[src/rtl/accum_counter_pkg.sv]
// Shared constants for the accumulating counter: SATURATE mode encodings and default widths.
// Imported by the top and by the adder so both agree on parameter defaults.
package accum_counter_pkg;

  // Values accepted by the SATURATE parameter of accum_counter.
  localparam int ACC_WRAP = 0;
  localparam int ACC_SAT  = 1;

  localparam int DEF_WIDTH  = 8;
  localparam int DEF_STEP_W = 8;

endpackage : accum_counter_pkg

[src/rtl/accum_counter_adder.sv]
// WIDTH-bit ripple-carry adder built from a chain of gate-level full-adder cells.
// Purely combinational; the carry chain length sets the critical path of accum_counter.
module ripple_adder
  import accum_counter_pkg::*;
#(
  parameter int WIDTH = DEF_WIDTH
) (
  input  logic [WIDTH-1:0] a,
  input  logic [WIDTH-1:0] b,
  input  logic             cin,
  output logic [WIDTH-1:0] sum,
  output logic             cout
);

  logic [WIDTH:0] carry;

  assign carry[0] = cin;

  for (genvar i = 0; i < WIDTH; i++) begin : g_fa
    logic half;
    assign half       = a[i] ^ b[i];
    assign sum[i]     = half ^ carry[i];
    assign carry[i+1] = (a[i] & b[i]) | (carry[i] & half);
  end

  assign cout = carry[WIDTH];

endmodule : ripple_adder

[src/rtl/accum_counter.sv]
// Registered accumulator: each accepted step is added to a running total, and the result
// sits in a one-entry output register with a valid/ready handshake and a sticky overflow.
module accum_counter
  import accum_counter_pkg::*;
#(
  parameter int WIDTH    = DEF_WIDTH,
  parameter int STEP_W   = DEF_STEP_W,
  parameter int SATURATE = ACC_WRAP
) (
  input  logic              clk,
  input  logic              rst_n,
  input  logic              clr,
  input  logic              in_valid,
  output logic              in_ready,
  input  logic [STEP_W-1:0] in_step,
  output logic              out_valid,
  input  logic              out_ready,
  output logic [WIDTH-1:0]  out_sum,
  output logic              out_stat,
  output logic              ovf_sticky
);

  logic [WIDTH-1:0] acc;
  logic [WIDTH-1:0] step_ext;
  logic [WIDTH-1:0] add_sum;
  logic             add_cout;
  logic [WIDTH-1:0] acc_next;
  logic             accept;
  logic             drain;

  assign step_ext = WIDTH'(in_step);

  ripple_adder #(.WIDTH(WIDTH)) u_adder (
    .a    (acc),
    .b    (step_ext),
    .cin  (1'b0),
    .sum  (add_sum),
    .cout (add_cout)
  );

  // NOTE: every signal driven in always_comb gets a value on every path (default first),
  // otherwise synthesis infers a latch.
  always_comb begin
    acc_next = add_sum;
    if (SATURATE == ACC_SAT && add_cout) begin
      acc_next = '1;
    end
  end

  // The output register can take a new result when it is empty or being emptied this cycle.
  assign in_ready = !clr && (!out_valid || out_ready);
  assign accept   = in_valid && in_ready;
  assign drain    = out_valid && out_ready;

  // NOTE: sequential state uses non-blocking assignments so every register samples
  // pre-edge values, independent of statement order.
  always_ff @(posedge clk or negedge rst_n) begin
    if (!rst_n) begin
      acc        <= '0;
      out_sum    <= '0;
      out_stat   <= 1'b0;
      out_valid  <= 1'b0;
      ovf_sticky <= 1'b0;
    end else if (clr) begin
      acc        <= '0;
      out_sum    <= '0;
      out_stat   <= 1'b0;
      out_valid  <= 1'b0;
      ovf_sticky <= 1'b0;
    end else if (accept) begin
      acc        <= acc_next;
      out_sum    <= acc_next;
      out_stat   <= add_cout;
      out_valid  <= 1'b1;
      ovf_sticky <= ovf_sticky | add_cout;
    end else if (drain) begin
      out_valid  <= 1'b0;
    end
  end

endmodule : accum_counter

[config.mk]
export PLATFORM = sky130hd
export DESIGN_NAME = accum_counter
export DESIGN_NICKNAME = d
export VERILOG_FILES = /design/src/rtl/accum_counter_pkg.sv /design/src/rtl/accum_counter_adder.sv /design/src/rtl/accum_counter.sv
export SDC_FILE = /design/constraint.sdc
export NUM_CORES = 1
export LEC_CHECK = 0
export BUFFER_PORTS_ARGS = -buffer_cell sky130_fd_sc_hd__buf_2
export CORE_MARGIN = 2
export CORE_UTILIZATION = 50
export CTS_CLUSTER_DIAMETER = 30
export DETAILED_ROUTE_END_ITERATION = 12
export GPL_ROUTABILITY_DRIVEN = 0
export PLACE_DENSITY_LB_ADDON = 0.15
export SETUP_SLACK_MARGIN = 0.4
export SYNTH_ARGS = -nofsm -noshare
export SYNTH_HDL_FRONTEND = slang
export SYNTH_SLANG_ARGS = --single-unit
export TNS_END_PERCENT = 10
[constraint.sdc]
create_clock -name clk -period 6.45 [get_ports clk]
set_clock_uncertainty 0.1 [all_clocks]
set_input_delay 0.645 -clock clk [delete_from_list [all_inputs] [get_ports clk]]
set_output_delay 0.645 -clock clk [all_outputs]
set_load 0.005 [all_outputs]
==> run metrics, run 1 <==
run status completed; transition time of the tightest slew-check pin 538.4 ps; post-route cell area 820.8 um^2; RSZ-0062 raised after global routing false; sequential fraction of the synthesis area 41.51%; drt pass-1 iters 5; sw frac 30.81%; Via Count 550; mux share of post-synthesis cell area 0%; TritonCTS clock tree built; first-pass GRT wire length 2.201 mm; crit-path max FO 1; Post-Synth Adder-Cell Area 23.02%; Final Hold Viols 0; Tmin final 4033 ps; clock root cell clkbuf_4; DP Wirelength 1.103 mm; endpoints failing setup 0; Mean Syn Cell Area 10.36 um^2; Critical Path AT 4110 ps; antenna viol nets, final 0; pin count of the biggest net entering global routing 18; wire per inst 13.56 um; crit end category register; setup TNS 0 ps; synth warn 0; floorplan row count 13; CTS buffer count 3; clk buf depth 2; # IOs 25; input/output buffers 24; n_diodes 0; Tot GR Track Use 21.84%; Peak VDD IR 0.0001183 V; Placement Cell Area 794.5 um^2; Internal 120.1 uW; clk_lat worst skew 270 ps; Sink Count 11; Starting Density 52.27%; synthesized cell area 663.1 um^2; final core occ 64.69%; die width 40.42 um; Max H-tree Level 1; # DRC 0; Final nets 113; maximum capacitance violations 0; post_cts resized 0; Cells after Synth 64; worst path cell trace buf_2, ha_1, inv_1, fa_1, fa_1, fa_1, inv_1, fa_1, inv_1, fa_1, fa_1, fa_1, or4_1, o31ai_1; Slowest cell on crit path or4_1; simple-gate portion of the synthesized area 11.13%; kind of start point of the critical path primary input; Hold Crit Class in -> async; clock share of power 28.0%; number of synthesized register bits 11; critical path class in -> reg; PD cells 211.5 mW/mm^2; LEAKAGE 0.4191 nW; Comb power frac 25.8%; Setup Fix Bufs, Post-CTS 0; vias in the first global route 515; pre-CTS WS 2079 ps; period utilization 62.52%; post-route setup slack 2417 ps; antenna violations before repair 0; layout cells sized above 1 30.77%; relative slew slack 64.03%; total congestion overflow 0; syn_nets 85; register share of total power 46.2%; Clk pin slew, worst setup/hold paths 70 ps; data required time of the critical path 6530 ps; Via density 5.189; hold buffer count at CTS 0; Synth Area in XOR/XNOR 0%; sw power 53.50 uW; Core Area 0.001269 mm^2; Area Overhead vs Synth 23.77%; worst stage delay on the critical path 480 ps; full die area 0.001634 mm^2; final WL 1.437 mm; maximum clock rate 0.2480 GHz; fin. max-slew vios 0; DR iter-0 viols 5; DIE HEIGHT 40.42 um; Compound-Gate Fraction of Synth Area 13.58%; Most Frequent Cell on Critical Path fa_1; Distinct cells, synth 15; main combinational cell family by area after synthesis adder cells
state kept, by name, indices dropped and copies added (netlist names):
signal,cells
acc,8
ovf_sticky,1
out_stat,1
out_valid,1
final timing paths:
check                           cells past startpoint  slack (ps)    endpoint        from
worst max-delay path                               14        2420      acc[7]  in_step[0]
worst min-delay path                                1         130      acc[5]       rst_n
worst max register to register                     13        2490      acc[7]      acc[0]
worst min register to register                      2         420  ovf_sticky  ovf_sticky
max in group asynchronous                           1        5900      acc[0]       rst_n
min in group clk                                    2         420  ovf_sticky  ovf_sticky
layout by cell type (no fill, tap or decap), types with 2 or more instances in the layout:
cell / count
buf_2: 24
or4_1: 5
o21ai_0: 4
inv_1: 16
clkbuf_4: 3
a211oi_1: 2
nand3_1: 2
fa_1: 7
a21oi_1: 5
o31ai_1: 4
nor2_1: 2
nand2b_1: 2
dfrtp_1: 11
logic make-up after synthesis:
group	after synthesis
buf+inv	18
fa+ha+maj	8
flops	11
simple gates	12
compound gates	15
cells in the mapped netlist (all sizes together):
cell type	count	area share, %
a211oi	2	2.3
a21oi	5	3.8
buf	1	1.1
dfrtp	11	42
fa	7	21
ha	1	1.9
inv	17	9.6
nand2b	2	1.9
nand3	2	1.5
nor2	2	1.1
nor2b	1	0.94
o21ai	4	3.0
o31ai	4	4.5
or4	5	5.7
layer usage:
metal,vias up,part of all wire [%],global-route usage [%]
met2,18,50,35.71
li1,265,-,-
met3,4,4.7,3.333
met4,0,3.2,17.50
met1,263,42,24.91
met5,-,0,0
power groups by stage:
| stage | clock network, mW | logic, mW | registers, mW |
|---|---|---|---|
| 6_report | 0.0486 | 0.0449 | 0.0801 |
| 5_1_grt | 0.0518 | 0.0526 | 0.0813 |
| 4_1_cts | 0.0496 | 0.0460 | 0.0802 |
| 3_5_place_dp | 0 | 0.0458 | 0.0814 |
| 3_3_place_gp | 0 | 0.0429 | 0.0811 |
| 2_1_floorplan | 0 | 0.0246 | 0.0821 |
worst max-delay path: cells and delay by family:
kind	cells	cell delay, ps
AO/OA/AOI/OAI	1	80
adder cells (fa/ha/maj)	8	2650
buffers and inverters	4	260
AND/OR/NAND/NOR	1	480
cell type report:
| cell class | count | area [um^2] |
|---|---|---|
| Clock buffer | 4 | 26.28 |
| Sequential cell | 11 | 275.3 |
| Timing Repair Buffer | 24 | 120.1 |
| Multi-Input combinational cell | 35 | 316.6 |
| Inverter | 17 | 63.81 |
| Tap cell | 15 | 18.77 |
| Fill cell | 112 | 447.9 |
stage by stage:
step,total power [mW],std cells,hold WS (ps)
floorplan,0.1067,64,249.4
global placement,0.1240,102,409.2
detailed placement,0.1272,102,415.1
CTS,0.1758,106,135.5
global route,0.1857,106,150.2
finish,0.1736,106,131.4
(Power assumes the default switching activity.)
==> run 2: changes to the inputs <==
- CORE_UTILIZATION: 50 -> 42
- clock period: 6.45 -> 3.7 ns (I/O delays scaled with it)
==> run 2 against run 1 <==
- critical path depth down 1
- final cell count increased by 2.8%
- clock power increased by 71%
- worst hold slack improved by 160 ps
- sequential share of layout area fell by 1.2 points
- combinational power grew 81%
- register-to-register slack got worse by 2400 ps
- sequential power increased by 74%
- global-route usage is 5.7 points lower
- core utilization decreased by 7.5 points
- clock-buffer cell count unchanged
- worst setup slack got worse by 2400 ps
- largest cell class unchanged
- largest power group unchanged
- highest routed layer unchanged
==> run metrics, run 2 (synthesis results as in run 1) <==
antenna violations before repair 0 (unchanged); transition time of the tightest slew-check pin 499.4 ps (was 538.4 ps); Sink Count 11 (unchanged); max layer used met4 (unchanged); power after layout 303.1 uW (was 173.6 uW); full die area 0.001913 mm^2 (was 0.001634 mm^2); Slowest cell on crit path or4_1 (unchanged); LEAKAGE 0.4278 nW (was 0.4191 nW); Top reg by flops acc (unchanged); fill count 136 (was 112); Tmin final 3649 ps; Area Overhead vs Synth 28.49% (was 23.77%); worst path bufs/invs 3 (was 4); floorplan row count 14 (was 13); Most Frequent Cell on Critical Path fa_2 (was fa_1); Largest register FFs 8 (unchanged); Hold Crit Class in -> reg (was in -> async); Peak VDD IR 0.0001816 V (was 0.0001183 V); # DRC 0 (unchanged); clk buf depth 2 (unchanged); DIE HEIGHT 43.74 um (was 40.42 um); most common cell after layout, fill and taps aside buf_2 (unchanged); # IOs 25 (unchanged); most frequent cells in the layout buf_2, inv_1, dfrtp_1 (was buf_2, inv_1, dfrtp_1, fa_1); Critical Path AT 3720 ps (was 4110 ps); Placement Cell Area 805.8 um^2 (was 794.5 um^2); crit-path max FO 2 (was 1); maximum capacitance violations 0 (unchanged); flop2flop setup slack 50 ps (was 2490 ps); setup TNS 0 ps (unchanged); Tot GR Track Use 16.11% (was 21.84%); post-route cell area 852.1 um^2 (was 820.8 um^2); TritonCTS clock tree built (unchanged); first-pass GRT wire length 2.208 mm (was 2.201 mm); Clk pin slew, worst setup/hold paths 80 ps (was 70 ps); Max H-tree Level 1 (unchanged); period utilization 98.62%; M1 WL 541 um (was 601 um); relative slew slack 66.64% (was 64.03%); maximum clock rate 0.2740 GHz; kind of start point of the critical path register (was primary input); endpoints failing setup 0 (unchanged); Final nets 115 (was 113); Reg area 275.3 um^2 (unchanged); RSZ-0062 raised after global routing true (was false); data required time of the critical path 3770 ps (was 6530 ps); wire per inst 12.04 um (was 13.56 um); antenna viol nets, final 0 (unchanged); clock root cell clkbuf_4 (unchanged); n_diodes 0 (unchanged); Core Area 0.001489 mm^2 (was 0.001269 mm^2); Via density 5.119 (was 5.189); metal3 WL 74 um (was 67 um); die width 43.74 um (was 40.42 um); drt pass-1 iters 4 (was 5); final WL 1.312 mm (was 1.437 mm); Starting Density 44.54% (was 52.27%); worst stage delay on the critical path 470 ps (was 480 ps); clk_lat worst skew 270 ps (about the same); input/output buffers 24 (unchanged); total congestion overflow 0 (unchanged); DP Wirelength 997.7 um (was 1.103 mm); critical path class reg -> reg (was in -> reg); run status completed (unchanged); Final Hold Viols 0 (unchanged); CTS buffer count 3 (unchanged); Worst Hold Slack 295.7 ps (was 131.4 ps); multi-input logic area 329.1 um^2 (was 316.6 um^2); delay-heaviest family, CP adder cells (unchanged); DR iter-0 viols 12 (was 5); layout cells sized above 1 36.56% (was 30.77%); met2 wire len 663 um (was 722 um); Via Count 558 (was 550); fin. max-slew vios 0 (unchanged); pin count of the biggest net entering global routing 18 (unchanged); worst path cell trace ha_1, inv_1, fa_2, fa_2, fa_2, inv_1, fa_1, inv_1, fa_2, fa_2, fa_1, or4_1, o31ai_1 (was buf_2, ha_1, inv_1, fa_1, fa_1, fa_1, inv_1, fa_1, inv_1, fa_1, fa_1, fa_1, or4_1, o31ai_1); crit end category register (unchanged); PD cells 355.8 mW/mm^2 (was 211.5 mW/mm^2); vias in the first global route 529 (was 515)
[run 2: per-layer routing]
metal,global-route usage (%),vias up
li1,-,269
met5,0,-
met1,19.84,263
met3,2.500,4
met4,9.091,0
met2,26.76,22
[run 2: worst reg2reg max path, stage by stage, from the launching register on]
cell	delay, ps
dfrtp_1	340
ha_1	140
inv_1	50
fa_2	330
fa_2	350
fa_2	330
inv_1	70
fa_1	150
inv_1	50
fa_2	330
fa_2	350
fa_1	420
or4_1	470
o31ai_1	80
[run 2: final timing paths]
kind,startpoint,end,depth (start not counted)
hold / removal,in_valid,acc[4],3
setup / recovery,acc[0],acc[7],13
hold reg to reg,ovf_sticky,ovf_sticky,2
setup reg to reg,acc[0],acc[7],13
max in group asynchronous,rst_n,acc[0],2
min in group asynchronous,rst_n,acc[6],2
[run 2: final cells by class]
cell class	count	area share, %
Inverter	17	7.489
Tap cell	16	2.349
Sequential cell	11	32.31
Clock buffer	4	3.084
Timing Repair Buffer	26	16.15
Multi-Input combinational cell	35	38.62
[run 2: power breakdown]
| part | switching, mW | internal [mW] |
|---|---|---|
| logic | 0.0430 | 0.0382 |
| clock network | 0.0412 | 0.0417 |
| registers | 0.00681 | 0.132 |
[run 2: through the flow]
step                cells  setup WS, ps  utilization (%)
global route          109        -89.30            57.23
finish                109         50.93            57.23
detailed placement    103        -143.5            54.12
global placement      103        -63.34            54.12
floorplan              64         92.53                -
CTS                   109         21.47            57.23
[run 2: what timing repair did]
action,4_1_cts,5_1_grt
buffers inserted,1,0
hold buffers,1,0
endpoints found under the setup margin,3,3
gates resized for setup,1,1
endpoints found under the hold margin,11,0
==> run 3: changes to the inputs <==
- CELL_PAD_IN_SITES_DETAIL_PLACEMENT: unset -> 2
- CELL_PAD_IN_SITES_GLOBAL_PLACEMENT: unset -> 2
- CORE_UTILIZATION: 42 -> 25
- HOLD_SLACK_MARGIN: unset -> 0.15
- SYNTH_HIERARCHICAL: unset -> 1
==> run 3 against run 2 <==
- design area rose by 3.5%
- highest routed layer unchanged
- register-to-register slack barely moved
- worst setup slack improved by 14 ps
- final cell count increased by 16%
- first-iteration DRC count fell by 83%
- synthesized cell count rose by 7.8%
- die area increased by 64%
- worst hold slack improved by 26 ps
- clock-buffer cell count did not move
- critical path depth grew 1
==> run metrics, run 3 <==
clock share of power 25.4% (was 27.3%); fill count 294 (was 136); Internal 218.1 uW (was 212.2 uW); CTS buffer count 3 (unchanged); Yosys top cell by area dfrtp_1 (unchanged); first-pass GRT wire length 3.111 mm (was 2.208 mm); Via density 4.690 (was 5.119); post-route setup slack 64.45 ps (was 50.93 ps); main combinational cell family by area after synthesis adder cells (unchanged); period utilization 98.26% (was 98.62%); TritonCTS clock tree built (unchanged); # DRC 0 (unchanged); sequential fraction of the synthesis area 40.74% (was 41.51%); Area Overhead vs Synth 30.56% (was 28.49%); data required time of the critical path 3790 ps (was 3770 ps); crit-path max FO 2 (unchanged); Compound-Gate Fraction of Synth Area 14.07% (was 13.58%); total congestion overflow 0 (unchanged); PD cells 359.1 mW/mm^2 (was 355.8 mW/mm^2); synthesized cell area 675.6 um^2 (was 663.1 um^2); Sink Count 11 (unchanged); critical path class reg -> reg (unchanged); Top reg by flops acc (unchanged); maximum capacitance violations 0 (unchanged); Tot GR Track Use 12.76% (was 16.11%); antenna viol nets, final 0 (unchanged); Via Count 591 (was 558); Hold Crit Class in -> reg (unchanged); full die area 0.003134 mm^2 (was 0.001913 mm^2); wire per inst 13.55 um (was 12.04 um); syn_nets 90 (was 85); Tmin final 3636 ps (was 3649 ps); floorplan row count 18 (was 14); n_diodes 0 (unchanged); most frequent cells in the layout buf_2, dfrtp_1 (was buf_2, inv_1, dfrtp_1); clk buf depth 2 (unchanged); sw frac 31.14% (was 30.01%); sw power 98.65 uW (was 90.95 uW); fin. max-slew vios 0 (unchanged); Peak VDD IR 0.0001390 V (was 0.0001816 V); Synth Area in XOR/XNOR 0% (unchanged); Max H-tree Level 1 (unchanged); Mean Syn Cell Area 9.792 um^2 (was 10.36 um^2); layout cells sized above 1 41.67% (was 36.56%); Yosys top cell area share 40.74% (was 41.51%); # IOs 25 (unchanged); DIE HEIGHT 55.99 um (was 43.74 um); synth warn 6 (was 0); RSZ-0062 raised after global routing true (unchanged); number of synthesized register bits 11 (unchanged); multi-input logic area 352.8 um^2 (was 329.1 um^2); run status completed (unchanged); drt pass-1 iters 2 (was 4); Largest register FFs 8 (unchanged); most area-consuming cells after synthesis dfrtp_1, fa_1, a21oi_1 (was dfrtp_1, fa_1, inv_1); die width 55.99 um (was 43.74 um); Critical Path AT 3730 ps (was 3720 ps); clk_lat worst skew 260 ps (was 270 ps); register share of total power 45.4% (was 45.9%); maximum clock rate 0.2751 GHz (was 0.2740 GHz); Cells after Synth 69 (was 64); Starting Density 26.79% (was 44.54%); Final nets 118 (was 115); Clk pin slew, worst setup/hold paths 70 ps (was 80 ps); Comb power frac 29.2% (was 26.8%); setup TNS 0 ps (unchanged); endpoints failing setup 0 (unchanged); Top FF cell, synth dfrtp_1 (unchanged); clock root cell clkbuf_4 (unchanged); DR iter-0 viols 2 (was 12); input/output buffers 24 (unchanged); vias in the first global route 656 (was 529); pin count of the biggest net entering global routing 14 (was 18); Worst Hold Slack 321.8 ps (was 295.7 ps); pre-CTS WS -178.8 ps (was -143.5 ps); kind of start point of the critical path register (unchanged); most common cell after layout, fill and taps aside buf_2 (unchanged); Reg area 275.3 um^2 (unchanged); simple-gate portion of the synthesized area 11.11% (was 11.13%); Post-Synth Adder-Cell Area 23.70% (was 23.02%); final WL 1.707 mm (was 1.312 mm); mux share of post-synthesis cell area 0% (unchanged); number of synthesized flops with an enable pin 0 (unchanged); Distinct cells, synth 17 (was 15); antenna violations before repair 0 (unchanged); Commonest cells post-synth dfrtp_1, inv_1, a21oi_1 (was inv_1, dfrtp_1, fa_1); ys async rst share 100.0% (unchanged); LEAKAGE 0.4439 nW (was 0.4278 nW); Final Hold Viols 0 (unchanged); Core Area 0.002522 mm^2 (was 0.001489 mm^2); Setup Fix Bufs, Post-CTS 0 (was 1); DP Wirelength 1.296 mm (was 997.7 um); crit end category register (unchanged)
-- run 3: power groups by stage --
stage	Combinational (mW)	Clock [mW]	Sequential [mW]
after floorplan	0.0529	0	0.146
after global placement	0.0894	0	0.146
after detailed placement	0.0925	0	0.146
after CTS	0.0935	0.0853	0.144
after global routing	0.110	0.0909	0.147
final	0.0925	0.0804	0.144
-- run 3: cell type report --
class / instances / share of cell area [%]
multi-input combinational: 42 / 40.00
tap: 30 / 4.255
inverter: 12 / 5.106
clock buffer: 4 / 2.979
sequential: 11 / 31.21
timing repair buffer: 27 / 16.45
-- run 3: through the flow --
| stage | area [um^2] | cells | util, % | total power [mW] |
|---|---|---|---|---|
| 2_1_floorplan | 690.7 | 69 | - | 0.1994 |
| 3_3_place_gp | 842.1 | 121 | 33.38 | 0.2351 |
| 3_5_place_dp | 842.1 | 121 | 33.38 | 0.2388 |
| 4_1_cts | 878.3 | 126 | 34.82 | 0.3232 |
| 5_1_grt | 882.1 | 126 | 34.97 | 0.3475 |
| 6_report | 882.1 | 126 | 34.97 | 0.3168 |
-- run 3: cells by family (layout without fill, tap and decap cells) --
family,after synthesis,in the layout
other,1,1
AO/OA/AOI/OAI,19,19
AND/OR/NAND/NOR,14,14
buffers and inverters,16,43
flip-flops,11,11
adder cells (fa/ha/maj),8,8
-- run 3: repair_timing --
action / in CTS / in global routing
resized for setup: 0 / 3
pin swaps: 4 / 1
endpoints found under the hold margin: 11 / 0
endpoints found under the setup margin: 4 / 4
hold buffers: 1 / 0
-- run 3: routing by layer --
layer	global-route usage, %	routed length, um
met1	16.03	735
met2	21.01	868
met3	1.628	75
met5	0	0
met4	7.143	27
-- run 3: worst max-delay path: stages (launching register included) --
cell,delay [ps]
dfrtp_1,400
fa_2,340
inv_2,60
fa_1,170
inv_2,40
fa_2,350
fa_2,350
fa_2,350
fa_2,350
fa_2,340
inv_2,60
fa_1,390
inv_1,60
nand3_1,90
a21oi_2,130
-- run 3: final timing paths --
path / slack (ps) / startpoint / cells past startpoint / to
max: 60 / acc[0] / 14 / acc[7]
min: 320 / clr / 2 / acc[7]
max reg2reg: 60 / acc[0] / 14 / acc[7]
min reg2reg: 450 / ovf_sticky / 2 / ovf_sticky
max in group asynchronous: 2880 / rst_n / 2 / acc[1]
min in group asynchronous: 410 / rst_n / 2 / acc[4]
